==> config.mk <==
export PLATFORM = sky130hd
export DESIGN_NAME = board_button_seq
export DESIGN_NICKNAME = d
export VERILOG_FILES = /design/src/rtl/board_button_seq.sv
export SDC_FILE = /design/constraint.sdc
export NUM_CORES = 1
export LEC_CHECK = 0
export ABC_AREA = 1
export BUFFER_PORTS_ARGS = -buffer_cell sky130_fd_sc_hd__buf_4
export CORE_MARGIN = 5
export CORE_UTILIZATION = 55
export DETAILED_ROUTE_END_ITERATION = 8
export GPL_ROUTABILITY_DRIVEN = 0
export GPL_TIMING_DRIVEN = 0
export PLACE_DENSITY = 0.76
export SLEW_MARGIN = 5
export SYNTH_ARGS = -nofsm -noshare
export SYNTH_HDL_FRONTEND = slang
export SYNTH_SLANG_ARGS = --single-unit
==> constraint.sdc <==
create_clock -name clk -period 6.89 [get_ports clk]
set_input_delay 1.378 -clock clk [delete_from_list [all_inputs] [get_ports clk]]
set_output_delay 1.378 -clock clk [all_outputs]
set_load 0.01 [all_outputs]
==> src/rtl/board_button_seq.sv <==
// Walks a rows x cols button grid and issues one draw request per button over valid/ready.
// Define BOARD_SEQ_SERPENTINE_EN to traverse odd rows right to left.
module board_button_seq #(
  parameter int COORD_W = 11,
  parameter int SIZE_W  = 7,
  parameter int IDX_W   = 5,
  parameter int GAP_W   = 4
) (
  input  logic               clk,
  input  logic               rst,
  input  logic               start,
  input  logic [COORD_W-1:0] cfg_xpos,
  input  logic [COORD_W-1:0] cfg_ypos,
  input  logic [SIZE_W-1:0]  cfg_size,
  input  logic [GAP_W-1:0]   cfg_gap,
  input  logic [IDX_W-1:0]   cfg_cols,
  input  logic [IDX_W-1:0]   cfg_rows,
  input  logic               btn_ready,
  output logic               btn_valid,
  output logic [COORD_W-1:0] btn_xpos,
  output logic [COORD_W-1:0] btn_ypos,
  output logic [SIZE_W-1:0]  btn_size,
  output logic [IDX_W-1:0]   btn_col,
  output logic [IDX_W-1:0]   btn_row,
  output logic               busy,
  output logic               frame_done
);

  typedef enum logic [1:0] {IDLE, RUN, DONE} state_t;

  state_t             state;
  logic [COORD_W-1:0] x0;
  logic [SIZE_W:0]    pitch;
  logic [IDX_W-1:0]   cols;
  logic [IDX_W-1:0]   rows;
  logic [COORD_W-1:0] pitch_c;
  logic               row_end;
  logic               row_last;

  assign pitch_c  = COORD_W'(pitch);
  assign row_last = (btn_row == rows - IDX_W'(1));

  // The end of a row is the right edge, or the left edge on reversed rows.
`ifdef BOARD_SEQ_SERPENTINE_EN
  assign row_end = btn_row[0] ? (btn_col == '0) : (btn_col == cols - IDX_W'(1));
`else
  assign row_end = (btn_col == cols - IDX_W'(1));
`endif

  always_ff @(posedge clk) begin
    if (rst) begin
      state      <= IDLE;
      busy       <= 1'b0;
      frame_done <= 1'b0;
      btn_valid  <= 1'b0;
      btn_xpos   <= '0;
      btn_ypos   <= '0;
      btn_size   <= '0;
      btn_col    <= '0;
      btn_row    <= '0;
    end else begin
      frame_done <= 1'b0;
      case (state)
        IDLE: begin
          if (start) begin
            x0       <= cfg_xpos;
            pitch    <= {1'b0, cfg_size} + (SIZE_W+1)'(cfg_gap);
            cols     <= cfg_cols;
            rows     <= cfg_rows;
            busy     <= 1'b1;
            btn_xpos <= cfg_xpos;
            btn_ypos <= cfg_ypos;
            btn_size <= cfg_size;
            btn_col  <= '0;
            btn_row  <= '0;
            if (cfg_cols == '0 || cfg_rows == '0) begin
              state <= DONE;
            end else begin
              state     <= RUN;
              btn_valid <= 1'b1;
            end
          end
        end
        RUN: begin
          if (btn_ready) begin
            if (row_end) begin
              if (row_last) begin
                btn_valid <= 1'b0;
                state     <= DONE;
              end else begin
                btn_row  <= btn_row + IDX_W'(1);
                btn_ypos <= btn_ypos + pitch_c;
`ifndef BOARD_SEQ_SERPENTINE_EN
                btn_col  <= '0;
                btn_xpos <= x0;
`endif
              end
            end else begin
`ifdef BOARD_SEQ_SERPENTINE_EN
              if (btn_row[0]) begin
                btn_col  <= btn_col - IDX_W'(1);
                btn_xpos <= btn_xpos - pitch_c;
              end else begin
                btn_col  <= btn_col + IDX_W'(1);
                btn_xpos <= btn_xpos + pitch_c;
              end
`else
              btn_col  <= btn_col + IDX_W'(1);
              btn_xpos <= btn_xpos + pitch_c;
`endif
            end
          end
        end
        DONE: begin
          frame_done <= 1'b1;
          busy       <= 1'b0;
          state      <= IDLE;
        end
        default: state <= IDLE;
      endcase
    end
  end

endmodule

# Word-level counts from Yosys, hierarchy flattened
# Cells that the tools add are included.
[totals]
output_inout_bits = 42
ff_bits = 73
word_cells = 79
[classes]
mux = 34
add_sub_neg = 7
n_reduce_logical = 13
n_bitwise = 1
eq_ne = 11
[ops]
columns = ["op", "n"]
rows = [
  ["two-way mux 11 bit", 8],
  ["one-hot mux 11 bit (2 select lines)", 2],
  ["two-way mux 5 bit", 7],
  ["adder 11 x 8 -> 11 bit", 2],
  ["one-hot mux 5 bit (2 select lines)", 2],
  ["inequality test 2 bit (second input constant)", 6],
  ["adder 5 x 1 -> 5 bit (second input constant)", 2],
  ["== test 5 bit", 2],
  ["zero test 5 bit", 2],
  ["two-way mux 2 bit", 5],
  ["subtractor 5 x 1 -> 5 bit (second input constant)", 2],
  ["adder 7 x 4 -> 8 bit", 1],
  ["AND reduction 4 bit", 2],
  ["two-way mux 1 bit", 7],
  ["AND reduction 6 bit", 1],
  ["AND reduction 5 bit", 1],
  ["one-hot mux 1 bit (2 select lines)", 2],
  ["one-hot mux 2 bit (2 select lines)", 1],
  ["AND reduction 2 bit", 2],
  ["nonzero test 2 bit", 2],
  ["inequality test 3 bit (second input constant)", 1],
  ["AND reduction 3 bit", 1],
  ["== test 2 x 1 -> 1 bit (second input constant)", 1],
  ["== test 2 bit (second input constant)", 1],
  ["other kinds (3)", 3],
]

# Depth between registers and ports, before layout
# Gate-level depths: netlist of run 1.
[logic_depth]
word_depth = 6
depth_mapped = 16
depth_no_buf = 15

# Worst setup path before layout of run 1
# No wires, ideal clock.
[synth_path]
path_type = "in2reg"
from = "in start"
to = "reg btn_size[1]"
slack_ns = 3.424
arrival_ns = 3.388
stages = 4
path_cell_list = "nand3_1 -> nor2_1 -> inv_1 -> o21ai_0"
[synth_via]
elab_chain_len = 1
[synth_rtl]
columns = ["item", "line", "rtl"]
rows = [
  ["start: declaration", "11", "input logic start,"],
  ["AND reduction 2 bit (no line)", "-", ""],
  ["end signal: assignment", "73", "btn_size <= cfg_size;"],
  ["end: declaration", "22", "output logic [SIZE_W-1:0] btn_size,"],
]
# Every way passes these cells.
# A chain may end at the register's enable or synchronous reset.

# Worst setup path in the final report of run 1
[layout_path]
from = "in start"
to = "reg btn_size[4]"
# The elaborated chain is that of the path after synthesis.

==> impl_metrics.csv, run 1 <==
group,metric,value,unit
clock_network,cts.sink_count,73,
logic_synthesis,synth_top_cells_by_count,"nand2_1, nor2_1, inv_1, a21oi_1, nand3_1",
logic_synthesis,mappedNetlistNets,694,
floorplan,io-pin-count,89,
timing,fmax,0.3677,GHz
finish,layout_stage_area_growth_over_the_synthesis_result,22.95,%
timing,finClkSkew,0.01023,ns
timing,period_minus_slack,2.720,ns
critical_path,highest_fanout_seen_on_the_critical_path,20,
floorplan,core.rowCount,32,
timing,finalSetupViolations,0,
clock_network,htree_levels,3,
timing,timing.final.crit_share,0.3948,
finish,drive_above_1_share,0.1793,
clock_network,clk_latency,0.36,ns
logic_synthesis,yosys.area.top_type,"dfxtp_1",
finish,antenna_cells,0,
floorplan,fp.dieArea,9955,um^2
power,power_after_layout,2.001,mW
logic_synthesis,postSynthRegisterBits,73,
run_status,outcome,"complete, no violations",
placement,post_place_setup_slack,3.734,ns
logic_synthesis,number_of_synthesized_flops_with_an_enable_pin,29,
logic_synthesis,post-synth-top-count-cell,"nand2_1",
detailed_routing,route.final.wire_length,12030,um
placement,port_buffers,88,
logic_synthesis,gate_count_of_the_mapped_netlist,620,
clock_network,cts.clk_slew.worst_paths,0.08,ns
clock_network,cts_buffer_depth,2,
placement,place_inst,811,
critical_path,critical_path_endpoint_category,"flip-flop",
flow_run,maxCapViolCount,0,
timing,worst_slew_slack_as_a_fraction_of_its_limit,0.6075,
clock_network,cts_resized,0,
grt,met1_routing_resource_usage_after_global_routing,0.3196,
clock_network,cts_setup_buffers,0,
timing,timing.setup.tns,0,ns
clock_network,clockRootBuffer,"clkbuf_8",
grt,groute.usage.overall,0.2453,
critical_path,cp_cell_sequence,"buf_4 > nand3_1 > nor2_4 > buf_16 > inv_1 > o21ai_0",
power,power.leakage,2.677,nW
detailed_routing,route.detailed.wl_per_inst,14.54,um
critical_path,slowest_stage,"nor2_4",
hold_path,min-delay-path-class,"flip-flop to flip-flop",
detailed_routing,route.detailed.drc,0,
critical_path,critical_path_required,7.17,ns
grt,grt_start_max_net_pins,21,
logic_synthesis,netlist_top_cells_area,"dfxtp_1, edfxtp_1, nand2_1",
floorplan,design.core.area,7807,um^2
detailed_routing,vias,4401,
clock_network,cts_tree,"yes",
power,pwr_density_cell,367.2,nW/um^2
placement,detailedPlacementHpwl,9086,um
detailed_routing,ant_nets,0,
finish,fin_cells,827,
logic_synthesis,synth_top_flop_cell,"dfxtp_1",
grt,grt.busiest_layer,"met2",
grt,grt_first_pass_wirelength,19440,um
grt,grt_overflow_total,0,
logic_synthesis,synth_area_per_cell,7.150,um^2
floorplan,chipHeight,99.78,um
grt,grt_antenna_before_repair,0,
timing,layout_setup_ws,4.170,ns
grt,grt_util_met3,0.03683,
critical_path,worstReg2RegStart,"pitch[0]",
logic_synthesis,synth.cell_area,4433,um^2
logic_synthesis,seq_area_frac_synth,0.3951,
logic_synthesis,synth_top_cell_area_share,0.1987,
hold_path,hold_start,"btn_size[3]",
floorplan,die_width,99.78,um
power,peakVddDrop,0.1872,mV
critical_path,crit_arrival,3.00,ns
grt,first_global_vias,4162,
critical_path,crit_path_start,"start",
finish,fill_cells,664,
detailed_routing,first_iteration_detailed_routing_drc_count,232,
critical_path,reg2reg_setup_slack,4.65,ns
detailed_routing,route.detailed.vias_per_inst,5.322,
critical_path,worstSetupStartpointType,"input pin",
logic_synthesis,ys_types,30,
timing,timing_max_transition_violations_final,0,
finish,final_net_count,794,
timing,rsz_0062_raised_after_global_routing,"false",
clock_network,cts_buffers,9,
grt,use_met2,0.4177,
timing,final_hold_viol_count,0,
detailed_routing,drt_first_pass_iters,6,
logic_synthesis,yosys_warnings,0,
timing,worst_margin_slew,0.5874,ns
floorplan,start_util,0.5678,
critical_path,classification_of_the_worst_setup_path,"input pin to flip-flop",
logic_synthesis,synth_async_sr_flop_share,0,
clock_network,post_cts_hold_buffer_count,0,
critical_path,crit_path_max_incr_delay,0.65,ns
[per-stage QoR]
step                  util  hold WS, ns  area (um^2)
global route        0.6981       0.4945         5450
finish              0.6981       0.4812         5450
CTS                 0.6981       0.4791         5450
global placement    0.6688       0.4610         5221
floorplan                -       0.4638         4433
detailed placement  0.6732       0.4688         5256
[report_power, final]
group | switching [mW] | internal [mW] | total [mW]
combinational | 0.605 | 0.405 | 1.01
clock | 0.176 | 0.167 | 0.342
sequential | 0.0974 | 0.552 | 0.649
[logic make-up (layout without fill, tap and decap cells)]
logic type / count (synthesis) / count (layout) / share of synthesized area
adder cells (fa/ha/maj): 27 / 27 / 0.08129
AO/OA/AOI/OAI: 83 / 83 / 0.09709
AND/OR/NAND/NOR: 351 / 351 / 0.3280
buffers and inverters: 73 / 178 / 0.07282
XOR/XNOR: 13 / 13 / 0.02568
flip-flops: 73 / 73 / 0.3951
[flip-flops by register name, summed over array words and instances, names as in the netlist, 7 cells and up]
name,flops
btn_xpos,11
x0,11
btn_ypos,11
pitch,8
btn_size,7
[critical path: cells and delay by family]
family	cells	cell delay (ns)
AOI/OAI and AO/OA	1	0.15
and+or+nand+nor	2	1.07
buffers and inverters	3	0.40
[layout make-up]
cell class,count,area [um^2],share of cell area
flip-flops and latches,73,1752,0.3214
plain buffers,16,108.9,0.01997
clock inverters,7,70.07,0.01286
multi-input cells,474,2366,0.4341
inverters,57,214.0,0.03926
clock buffers,9,123.9,0.02273
well taps,102,127.6,0.02342
repair buffers,89,688.2,0.1263
[layer usage]
metal | routed length [um] | vias up
met5 | 0 | -
met4 | 189 | 0
met3 | 834 | 17
met2 | 5821 | 162
met1 | 5182 | 2012
li1 | - | 2210
[layout by cell type (no fill, tap or decap), types with 4 or more instances in the layout]
cell      instances
a21oi_1          46
nand4_1           5
inv_1            53
xor2_1           10
clkbuf_8          9
inv_2             4
or2_2             5
buf_4            88
nor3_1            4
nand3_1          46
clkbuf_1          7
ha_1             24
nand2_1         201
dfxtp_1          44
buf_6             6
nor2_1           79
edfxtp_1         29
o21ai_0          31
[final timing paths]
kind | cells past startpoint | endpoint
max | 6 | btn_size[4]
min | 2 | btn_size[3]
max reg2reg | 11 | btn_ypos[8]
min reg2reg | 2 | btn_size[3]
No activity file was read; power rests on OpenSTA's default activity.
==> inputs of run 2 (changes only) <==
--- a/config.mk
+++ b/config.mk
@@ -8,11 +8,11 @@
 export ABC_AREA = 1
 export BUFFER_PORTS_ARGS = -buffer_cell sky130_fd_sc_hd__buf_4
 export CORE_MARGIN = 5
-export CORE_UTILIZATION = 55
+export CORE_UTILIZATION = 50
 export DETAILED_ROUTE_END_ITERATION = 8
 export GPL_ROUTABILITY_DRIVEN = 0
 export GPL_TIMING_DRIVEN = 0
-export PLACE_DENSITY = 0.76
+export PLACE_DENSITY = 0.72
 export SLEW_MARGIN = 5
 export SYNTH_ARGS = -nofsm -noshare
 export SYNTH_HDL_FRONTEND = slang
==> constraint.sdc (replaced) <==
create_clock -name clk -period 2.5 [get_ports clk]
set_input_delay 0.5 -clock clk [delete_from_list [all_inputs] [get_ports clk]]
set_output_delay 0.5 -clock clk [all_outputs]
set_load 0.01 [all_outputs]
==> run 2 against run 1 <==
Against the previous run:
- clock skew grew 0.0058 ns
- sequential share of layout area shrank 0.43 points
- critical path depth rose by 5
- via count decreased by 1.4%
- largest power group unchanged
- non-clock buffer count unchanged
- final area grew 1.4%
- critical path type is now flip-flop to flip-flop
- global-route usage decreased by 2.3 points
- total power grew to 2.9 times the previous value
- first-iteration DRC count decreased by 22%
==> impl_metrics.csv, run 2 (synthesis gave the netlist of run 1 again) <==
group,metric,value,unit
floorplan,fp.dieArea,10850,um^2
finish,layout.cells.most_common_list,"nand2_1, buf_4, nor2_1",
detailed_routing,route.detailed.drc,0,
detailed_routing,vias,4338,
floorplan,chipHeight,104.2,um
timing,period_minus_slack,2.160,ns
detailed_routing,route.detailed.wl_per_inst,14.34,um
critical_path,worstSetupStartpointType,"flip-flop",
timing,finalSetupViolations,0,
timing,final_hold_viol_count,0,
grt,grt_start_max_net_pins,21,
grt,grt_overflow_total,0,
run_status,outcome,"complete, no violations",
critical_path,critical-path-top-cell-by-count,"nand2_1",
grt,grt_util_met3,0.04842,
timing,fmax,0.4630,GHz
finish,antenna_cells,0,
critical_path,critical_path_endpoint_category,"flip-flop",
finish,fin_cells,833,
detailed_routing,route.detailed.vias_per_inst,5.208,
critical_path,slowest_stage,"edfxtp_1",
critical_path,crit_path_max_incr_delay,0.45,ns
clock_network,cts.clk_slew.worst_paths,0.09,ns
timing,worst_margin_slew,0.5866,ns
clock_network,clockRootBuffer,"clkbuf_8",
detailed_routing,drt_first_pass_iters,5,
floorplan,io-pin-count,89,
finish,final_net_count,794,
critical_path,cp_cell_sequence,"ha_1 > fa_1 > nand3_1 > nand2_1 > nand2_1 > nand2_1 > or2_2 > nand3_1 > nand2_1 > nand2_1 > a21oi_1",
floorplan,core.rowCount,34,
clock_network,htree_levels,3,
floorplan,start_util,0.5108,
detailed_routing,route.final.wire_length,11950,um
floorplan,die_width,104.2,um
clock_network,cts_setup_buffers,0,
grt,first_global_vias,4213,
placement,place_inst,817,
clock_network,cts_buffers,9,
clock_network,clk_latency,0.35,ns
power,peakVddDrop,0.5123,mV
finish,mostFrequentLayoutCell,"nand2_1",
hold_path,min-delay-path-class,"input pin to flip-flop",
clock_network,cts.sink_count,73,
grt,grt.busiest_layer,"met2",
clock_network,cts_tree,"yes",
floorplan,design.core.area,8678,um^2
clock_network,post_cts_hold_buffer_count,0,
grt,use_met2,0.3798,
grt,groute.usage.overall,0.2225,
finish,layout_stage_area_growth_over_the_synthesis_result,24.61,%
detailed_routing,ant_nets,0,
power,pwr_density_cell,1045,nW/um^2
timing,timing.final.crit_share,0.8639,
flow_run,maxCapViolCount,0,
critical_path,highest_fanout_seen_on_the_critical_path,4,
detailed_routing,first_iteration_detailed_routing_drc_count,182,
timing,final.hold.worst_slack,0.3245,ns
grt,grt_first_pass_wirelength,19980,um
grt,met1_routing_resource_usage_after_global_routing,0.2845,
critical_path,classification_of_the_worst_setup_path,"flip-flop to flip-flop",
power,power.leakage,2.715,nW
placement,port_buffers,88,
grt,grt_antenna_before_repair,0,
critical_path,crit_arrival,2.40,ns
placement,detailedPlacementHpwl,9099,um
finish,biggestRegsByFlops,"btn_xpos (11), btn_ypos (11), x0 (11)",
clock_network,cts_buffer_depth,2,
timing,rsz_0062_raised_after_global_routing,"false",
clock_network,cts_resized,0,
timing,finClkSkew,0.01604,ns
finish,drive_above_1_share,0.1779,
timing,timing_max_transition_violations_final,0,
critical_path,critical_path_required,2.74,ns
timing,worst_slew_slack_as_a_fraction_of_its_limit,0.6090,
## run 2: cell count changes in the layout (fill, tap and decap cells not counted)
cell / before / now
bufinv_16: 1 / 4
clkinvlp_4: 3 / 0
clkbuf_1: 7 / 9
clkinv_1: 1 / 0
clkinv_2: 1 / 0
clkinv_4: 0 / 1
inv_6: 1 / 0
## run 2: power breakdown
group	total [mW]	internal [mW]	switching [mW]
combinational	2.76	1.11	1.64
sequential	1.79	1.52	0.264
clock	1.23	0.767	0.464
## run 2: path summary, 6_finish.rpt
kind                     from          end  slack (ns)  cells past startpoint
setup reg to reg     pitch[0]  btn_ypos[8]        0.34                     11
hold / removal    cfg_xpos[4]        x0[4]        0.32                      1
hold reg to reg          busy         busy        0.48                      2
setup / recovery     pitch[0]  btn_ypos[8]        0.34                     11
## run 2: per-layer routing
metal	vias to the layer above	wire length, um
li1	2211	-
met1	1985	5262
met2	123	5841
met3	19	682
met4	0	161
met5	-	0
## run 2: critical path: cells and delay by family, from the launching register on
family / cells / cell delay (ns)
adder cells (fa/ha/maj): 2 / 0.71
AND/OR/NAND/NOR: 8 / 0.85
flip-flops: 1 / 0.45
AO/OA/AOI/OAI: 1 / 0.05
## run 2: stage by stage
step | power [mW] | instance area [um^2] | setup TNS (ns) | setup WS, ns | utilization
finish | 5.772 | 5524 | 0 | 0.3402 | 0.6365
floorplan | 3.614 | 4436 | 0 | 0.4489 | -
detailed placement | 4.545 | 5264 | 0 | 0.2925 | 0.6065
global route | 6.242 | 5524 | 0 | 0.1696 | 0.6365
CTS | 5.785 | 5524 | 0 | 0.3729 | 0.6365
global placement | 4.460 | 5231 | -13.38 | -0.4372 | 0.6028
## run 2: final cells by class
type / instances / area (um^2)
flip-flops and latches: 73 / 1752
multi-input cells: 474 / 2366
repair buffers: 89 / 688.2
fillers: 776 / 3154
clock buffers: 11 / 131.4
plain buffers: 16 / 108.9
well taps: 108 / 135.1
inverters: 57 / 214.0
clock inverters: 5 / 128.9
==> inputs of run 3 (changes only) <==
--- a/config.mk
+++ b/config.mk
@@ -7,12 +7,15 @@
 export LEC_CHECK = 0
 export ABC_AREA = 1
 export BUFFER_PORTS_ARGS = -buffer_cell sky130_fd_sc_hd__buf_4
+export CAP_MARGIN = 10
 export CORE_MARGIN = 5
 export CORE_UTILIZATION = 50
 export DETAILED_ROUTE_END_ITERATION = 8
 export GPL_ROUTABILITY_DRIVEN = 0
 export GPL_TIMING_DRIVEN = 0
 export PLACE_DENSITY = 0.72
+export RECOVER_POWER = 100
+export REMOVE_ABC_BUFFERS = 1
 export SLEW_MARGIN = 5
 export SYNTH_ARGS = -nofsm -noshare
 export SYNTH_HDL_FRONTEND = slang
==> run 3 against run 2 <==
Against the previous run:
- critical path depth up 3
- critical endpoint is now btn_ypos[5]
- clock skew grew 0.0065 ns
- non-clock buffer count is 14 lower
- utilization decreased by 2.9 points
- final cell count decreased by 1.4%
- worst setup slack worse by 0.15 ns
- final area is 4.6% lower
- maximum frequency is 6.6% lower
- largest cell class unchanged
- sequential share of layout area up 1.5 points
- combinational power decreased by 9.1%
- global-route usage fell by 1.6 points
- first-iteration DRC count is 8.8% higher
- critical path type unchanged
==> impl_metrics.csv, run 3 (synthesis gave the netlist of run 1 again) <==
group,metric,value,unit
timing,period_minus_slack,2.312,ns
critical_path,worstSetupStartpointType,"flip-flop",
placement,placement.cell_area,5155,um^2
floorplan,die_width,104.2,um
timing,final_hold_viol_count,0,
floorplan,chipHeight,104.2,um
critical_path,worst_r2r_endpoint,"btn_ypos[5]",
power,power_switching_share,0.4361,
detailed_routing,route.detailed.wl_per_inst,13.75,um
clock_network,cts_buffer_depth,2,
detailed_routing,ant_nets,0,
grt,grt_antenna_before_repair,0,
grt,first_global_vias,4047,
power,pwr_density_cell,1028,nW/um^2
timing,finalSetupViolations,0,
critical_path,reg2reg_setup_slack,0.19,ns
timing,rsz_0062_raised_after_global_routing,"true",
critical_path,critical-path-top-cell-by-count,"nand2_1",
finish,biggestRegsByFlops,"btn_xpos (11), btn_ypos (11), x0 (11)",
finish,ff_latch_area,1752,um^2
hold_path,whs_endpoint,"cols[3]",
power,peakVddDrop,0.4265,mV
finish,layout_stage_area_growth_over_the_synthesis_result,18.94,%
hold_path,hold_start,"cfg_cols[3]",
power,p_comb_frac,0.463,
timing,timing_max_transition_violations_final,0,
critical_path,critical_path_required,2.78,ns
critical_path,crit_path_max_incr_delay,0.37,ns
finish,antenna_cells,0,
detailed_routing,drt_first_pass_iters,6,
placement,place_inst,801,
hold_path,timing.hold.worst_path_depth,1,
finish,finish.instance_area,5273,um^2
floorplan,design.core.area,8678,um^2
timing,timing.final.crit_share,0.9247,
placement,detailedPlacementHpwl,7982,um
power,power.leakage,2.468,nW
critical_path,number_of_buffer_and_inverter_instances_along_the_worst_setup_path,3,
placement,port_buffers,88,
floorplan,core.rowCount,34,
grt,groute.usage.overall,0.2069,
timing,fmax,0.4326,GHz
clock_network,cts_tree,"yes",
floorplan,fp.dieArea,10850,um^2
grt,grt_start_max_net_pins,31,
detailed_routing,first_iteration_detailed_routing_drc_count,198,
detailed_routing,route.final.wire_length,11290,um
finish,fill_cells,828,
power,pwr-share-seq,0.328,
critical_path,crit_arrival,2.60,ns
power,clock_power_share,0.209,
critical_path,worstReg2RegStart,"cols[0]",
timing,worst_margin_slew,0.9735,ns
detailed_routing,route.detailed.drc,0,
critical_path,slowest_stage,"edfxtp_1",
critical_path,classification_of_the_worst_setup_path,"flip-flop to flip-flop",
run_status,outcome,"complete, no violations",
clock_network,clk_latency,0.37,ns
timing,finClkSkew,0.02255,ns
clock_network,cts_buffers,9,
critical_path,timing.critical_path.max_delay_family,"simple AND/OR/NAND/NOR gates",
finish,multiInputGateArea,2404,um^2
grt,grt_overflow_total,0,
finish,final_net_count,782,
critical_path,reg2regPathDepth,14,
finish,mostFrequentLayoutCell,"nand2_1",
critical_path,critical_path_endpoint_category,"flip-flop",
clock_network,cts.sink_count,73,
clock_network,htree_levels,3,
detailed_routing,route.detailed.vias_per_inst,5.205,
floorplan,io-pin-count,89,
flow_run,maxCapViolCount,0,
clock_network,clockRootBuffer,"clkbuf_8",
grt,grt_first_pass_wirelength,18730,um
hold_path,min-delay-path-class,"input pin to flip-flop",
finish,fin_cells,821,
finish,drive_above_1_share,0.1108,
clock_network,cts.clk_slew.worst_paths,0.10,ns
critical_path,cp_cell_sequence,"inv_1 > ha_1 > inv_1 > nand2_1 > nand2_1 > nor2_1 > nand2_1 > nor2_1 > nand2_2 > nand2_4 > nand3_4 > inv_6 > nand2_1 > a21oi_1",
critical_path,highest_fanout_seen_on_the_critical_path,16,
timing,worst_slew_slack_as_a_fraction_of_its_limit,0.3503,
detailed_routing,vias,4273,
floorplan,start_util,0.5108,
finish,layout.cells.most_common_list,"nand2_1, nor2_1, inv_1",
power,net-switching-power,2.365,mW
power,cell_internal_pwr,3.057,mW
-- run 3: layout make-up --
cell class                      count  share of cell area
Sequential cell                    73              0.3322
Timing Repair inverter              1           0.0009492
Timing Repair Buffer               91             0.09848
Inverter                           57             0.04224
Clock inverter                      6             0.02041
Tap cell                          108             0.02563
Clock buffer                       10             0.02420
Multi-Input combinational cell    475              0.4559
-- run 3: metal layers --
layer,up-vias,global-route usage,share of wire
met5,-,0,0
met4,0,0.07031,0.016
met3,14,0.03973,0.062
met2,120,0.3456,0.47
met1,1951,0.2677,0.45
li1,2188,-,-
-- run 3: worst register-to-register path, stage by stage (launching register included) --
cell      delay [ns]
edfxtp_1        0.37
inv_1           0.06
ha_1            0.29
inv_1           0.04
nand2_1         0.05
nand2_1         0.04
nor2_1          0.11
nand2_1         0.06
nor2_1          0.11
nand2_2         0.22
nand2_4         0.25
nand3_4         0.21
inv_6           0.20
nand2_1         0.09
a21oi_1         0.13
-- run 3: power groups by stage --
stage / logic (mW) / registers (mW) / clock network (mW)
CTS: 2.62 / 1.78 / 1.15
floorplan: 1.63 / 1.84 / 0
global route: 2.87 / 1.82 / 1.19
global placement: 2.46 / 1.80 / 0
detailed placement: 2.54 / 1.81 / 0
finish: 2.51 / 1.78 / 1.13
-- run 3: stage by stage --
step | setup WS (ns) | utilization | power [mW] | setup TNS (ns) | hold WS, ns
global route | -0.02816 | 0.6076 | 5.880 | -0.07288 | 0.3345
finish | 0.1882 | 0.6076 | 5.422 | 0 | 0.3348
CTS | 0.05221 | 0.6250 | 5.548 | 0 | 0.3037
floorplan | -0.08843 | - | 3.466 | -2.695 | 0.4631
detailed placement | -0.6457 | 0.5940 | 4.353 | -12.54 | 0.4575
global placement | -1.480 | 0.5900 | 4.260 | -58.98 | 0.4573
-- run 3: repair_timing --
| item | in CTS | in global routing |
|---|---|---|
| gates cloned | 1 | 1 |
| gates resized for setup | 7 | 2 |
| setup buffers | 0 | 2 |
| endpoints found under the setup margin | 32 | 31 |
| pin swaps | 0 | 1 |
| hold buffers | 0 | 0 |
-- run 3: worst max-delay path by stage --
stage | cells after the start | end | start
2_1_floorplan | 4 | btn_size[1] | start
3_3_place_gp | 5 | btn_size[4] | start
3_5_place_dp | 14 | btn_ypos[5] | cols[0]
4_1_cts | 14 | btn_ypos[5] | cols[0]
5_1_grt | 12 | btn_row[3] | cols[0]
6_report | 14 | btn_ypos[5] | cols[0]
